<file path="src/rtl/my2_fsm_control.sv">
// my2_fsm_control: divides by repeated subtraction on an external datapath (in: start, operands, x, result; out: s, we, a, b, busy, done, err, quotient, remainder)
module my2_fsm_control #(
  parameter logic [31:0] MAX_ITER = 32'hFFFF_FFFF
) (
  input  logic        CLK,
  input  logic        RST_N,
  input  logic        start,
  input  logic [31:0] dividend,
  input  logic [31:0] divisor,
  input  logic        x,
  input  logic [31:0] result,
  output logic        s,
  output logic        we,
  output logic [31:0] a,
  output logic [31:0] b,
  output logic        busy,
  output logic        done,
  output logic        err,
  output logic [31:0] quotient,
  output logic [31:0] remainder
);
  typedef enum logic [2:0] {IDLE, LOAD, SUB, DONE, ERR} state_t;
  state_t state, state_n;
  logic s_n, we_n, busy_n, done_n, err_n, bad_req;
  logic [31:0] a_n, b_n, q_n, r_n;
  assign bad_req = (divisor == '0) | divisor[31] | dividend[31];
  always_comb begin
    state_n = state;
    s_n = s;
    we_n = 1'b0;
    a_n = a;
    b_n = b;
    busy_n = busy;
    done_n = 1'b0;
    err_n = 1'b0;
    q_n = quotient;
    r_n = remainder;
    case (state)
      IDLE: if (start) begin
        if (bad_req) state_n = ERR;
        else begin
          a_n = dividend;
          b_n = ~divisor + 32'd1;
          q_n = '0;
          s_n = 1'b0;
          we_n = 1'b1;
          busy_n = 1'b1;
          state_n = LOAD;
        end
      end
      LOAD: begin
        s_n = 1'b1;
        state_n = SUB;
      end
      SUB: if (!x) begin
        if (quotient == MAX_ITER) state_n = ERR;
        else begin
          q_n = quotient + 32'd1;
          s_n = 1'b1;
          we_n = 1'b1;
        end
      end else begin
        r_n = result;
        state_n = DONE;
      end
      DONE: begin
        done_n = 1'b1;
        busy_n = 1'b0;
        state_n = IDLE;
      end
      ERR: begin
        err_n = 1'b1;
        busy_n = 1'b0;
        state_n = IDLE;
      end
      default: state_n = IDLE;
    endcase
  end
  always_ff @(posedge CLK or negedge RST_N) begin
    if (!RST_N) begin
      state <= IDLE;
      s <= 1'b0;
      we <= 1'b0;
      a <= '0;
      b <= '0;
      busy <= 1'b0;
      done <= 1'b0;
      err <= 1'b0;
      quotient <= '0;
      remainder <= '0;
    end else begin
      state <= state_n;
      s <= s_n;
      we <= we_n;
      a <= a_n;
      b <= b_n;
      busy <= busy_n;
      done <= done_n;
      err <= err_n;
      quotient <= q_n;
      remainder <= r_n;
    end
  end
endmodule

</file>
<file path="config.mk">
export PLATFORM = sky130hd
export DESIGN_NAME = my2_fsm_control
export DESIGN_NICKNAME = d
export VERILOG_FILES = /design/src/rtl/my2_fsm_control.sv
export SDC_FILE = /design/constraint.sdc
export NUM_CORES = 1
export LEC_CHECK = 0
export BUFFER_PORTS_ARGS = -buffer_cell sky130_fd_sc_hd__buf_4
export CORE_MARGIN = 2
export CORE_UTILIZATION = 28
export CTS_CLUSTER_DIAMETER = 30
export DETAILED_ROUTE_END_ITERATION = 8
export GPL_TIMING_DRIVEN = 0
export PLACE_DENSITY = 0.5
export SLEW_MARGIN = 40
export SYNTH_ARGS = -nofsm -noshare
export SYNTH_HDL_FRONTEND = slang
export SYNTH_SLANG_ARGS = --single-unit
export TNS_END_PERCENT = 50
</file>
<file path="constraint.sdc">
create_clock -name CLK -period 4.3 [get_ports CLK]
set_clock_uncertainty 0.2 [all_clocks]
set_input_delay 0.86 -clock CLK [delete_from_list [all_inputs] [get_ports CLK]]
set_output_delay 0.86 -clock CLK [all_outputs]
set_load 0.005 [all_outputs]
</file>
==> flow_metrics.env <==
export IMPL_wl_per_cell_um=16.7
export IMPL_cp_num_buf_inv=2
export IMPL_relSlewSlack=0.442
export IMPL_yosys_cell_count_top_type="nand2_1"
export IMPL_grt_overflow=0
export IMPL_fin_crit_sh=0.805
export IMPL_synth_xor_area_share=0.0406
export IMPL_final_core_util=0.408
export IMPL_leakagePower_nw=4.48
export IMPL_worstPathCellList="ha_1 -> nand3_1 -> or4_1 -> buf_2 -> o21ai_1 -> clkbuf_1 -> a22oi_1 -> o21bai_1"
export IMPL_cp_required_ns=4.44
export IMPL_netlist_area_leader_share=0.525
export IMPL_first_pass_iters=4
export IMPL_placed_cells=1173
export IMPL_dpl_hpwl_um=14800
export IMPL_end_kind="flop"
export IMPL_die_area_um2=24400
export IMPL_track_usage=0.165
export IMPL_fillers=2342
export IMPL_start_util=0.285
export IMPL_fin_cells=1205
export IMPL_synth_top_family_by_area="simple AND/OR/NAND/NOR gates"
export IMPL_tightest_slew_ns=0.829
export IMPL_cts_max_level=4
export IMPL_cp_max_fo=10
export IMPL_hold_viol_final=0
export IMPL_synth_net_count=756
export IMPL_setup_viol=0
export IMPL_rsz0062_at_grt="no"
export IMPL_cts_resized=0
export IMPL_worstHoldPathType="in2async"
export IMPL_grt_max_degree=65
export IMPL_synth_compound_area_frac=0.103
export IMPL_clk_latency_ns=0.42
export IMPL_critPathMaxStageDelay_ns=0.61
export IMPL_cts_root_buf="clkbuf_16"
export IMPL_grt_pass1_vias=5515
export IMPL_synth_area_um2=6480
export IMPL_die_h_um=156
export IMPL_io_buffer_count=232
export IMPL_slowest_stage="or4_1"
export IMPL_max_cap_viol_count=0
export IMPL_drv_slew=0
export IMPL_gp_congestion=0.770
export IMPL_yosysUniqueCellTypes=56
export IMPL_status="finished, final reports clean"
export IMPL_synth_adder_area_share=0.00386
export IMPL_cts_buffer_depth=2
export IMPL_avgViaCountPerCell=4.77
export IMPL_grt_pass1_wl_um=31100
export IMPL_core_um2=22700
export IMPL_cts_buffers=17
export IMPL_vias=5751
export IMPL_synth_cells=654
export IMPL_ys_flop_type="dfrtp_1"
export IMPL_drive_above_1_share=0.360
export IMPL_synth_yosys_seq_area_share=0.525
export IMPL_grt_antenna_before_repair=0
export IMPL_worst_setup_path_type="reg2reg"
export IMPL_cts_tree="yes"
export IMPL_rows=55
export IMPL_yosys_warnings=0
export IMPL_diodes=0
export IMPL_critPathTopFamily="compound AO/OA/AOI/OAI gates"
export IMPL_vdd_drop_max_uv=232
export IMPL_muxShareOfSynthArea=0.0697
export IMPL_die_x_um=156
export IMPL_synth_edf_count=0
export IMPL_drt_iter0_drc=278
export IMPL_avgSynthCellArea_um2=9.91
export IMPL_yosys_top_cells_area="dfrtp_1 (53%), nand2_1 (8.5%), mux2_2 (5.7%), xor2_1 (3.5%), o21ai_0 (2.5%)"
export IMPL_wl_um=20100
export IMPL_clock_sinks=136
export IMPL_startpoint_type="flop"
export IMPL_postCtsHoldBufs=0
export IMPL_async_flop_share=1.00
export IMPL_final_nets=1009
export IMPL_drc=0
export IMPL_synth_simple_area_share=0.218
export IMPL_arrival_ns=3.60
export IMPL_num_io_pins=233
export IMPL_max_freq_ghz=0.289
export IMPL_area_growth_pct=42.9
export IMPL_ys_ff_latch=136
export IMPL_clk_pin_slew_ns=0.07
export IMPL_powerDensity_nw_per_um2=575
export IMPL_period_needed_ns=3.46
export IMPL_timing_setup_tns_ns=0
export IMPL_yosysTopAreaCell="dfrtp_1"
export IMPL_ant_nets=0
export IMPL_postCtsSetupRepairBufs=0
export IMPL_yosys_top_cells_count="nand2_1 (147), dfrtp_1 (136), mux2_2 (33), o21ai_0 (33), xor2_1 (26)"
## cells in the final DEF (no fill, tap or decap), types with 15 or more instances in the layout
cell / instances
mux2_2: 33
nand4_1: 16
buf_4: 233
nor2_1: 21
o21ai_0: 33
dfrtp_1: 136
nand2_1: 147
nor3_1: 24
xor2_1: 26
o21ai_1: 18
clkbuf_16: 17
nor4_1: 15
## kinds of logic after synthesis
logic type	count (synthesis)
compound gates	103
xor+xnor	30
fa+ha+maj	2
buf+inv	50
flops	136
mux	41
simple gates	292
## area by class of cell
class	instances	area, um2	area share
sequential	136	3400	0.368
multi-input combinational	468	2820	0.305
timing repair buffer	234	1800	0.195
clock buffer	17	425	0.0459
tap	285	357	0.0385
buffer	35	200	0.0216
clock inverter	15	190	0.0205
inverter	15	56.3	0.00608
## final timing paths
check	endpoint	startpoint	cells past startpoint	slack, ns
worst max-delay path	quotient[25]	quotient[0]	8	0.84
worst min-delay path	quotient[21]	RST_N	1	0.05
worst max register to register	quotient[25]	quotient[0]	8	0.84
worst min register to register	a[23]	a[23]	2	0.27
max in group asynchronous	a[12]	RST_N	2	3.28
min in group CLK	a[23]	a[23]	2	0.27
## metal layers
layer / share of wire / GRT usage
met1: 0.45 / 0.225
met2: 0.47 / 0.261
met3: 0.065 / 0.0433
met4: 0.010 / 0.0441
met5: 0 / 0
## flip-flops by register name (all words and copies together) (netlist names)
signal	count
a	32
b	32
busy	1
done	1
err	1
quotient	32
remainder	32
s	1
state	3
we	1
## per-stage QoR
step,hold WS [ns],total power [mW],setup slack (ns),instance area [um2]
floorplan,0.263,2.72,1.27,6480
global placement,0.251,3.81,0.697,8580
detailed placement,0.257,3.84,0.683,8640
CTS,0.0303,5.41,0.841,9260
global route,0.0234,5.69,0.645,9260
finish,0.0509,5.32,0.839,9260
## where the power goes
group	switching [mW]	internal [mW]
combinational	0.742	0.971
clock	0.620	0.926
sequential	0.292	1.77
total	1.65	3.67
Power figures use the tool's default switching activity.
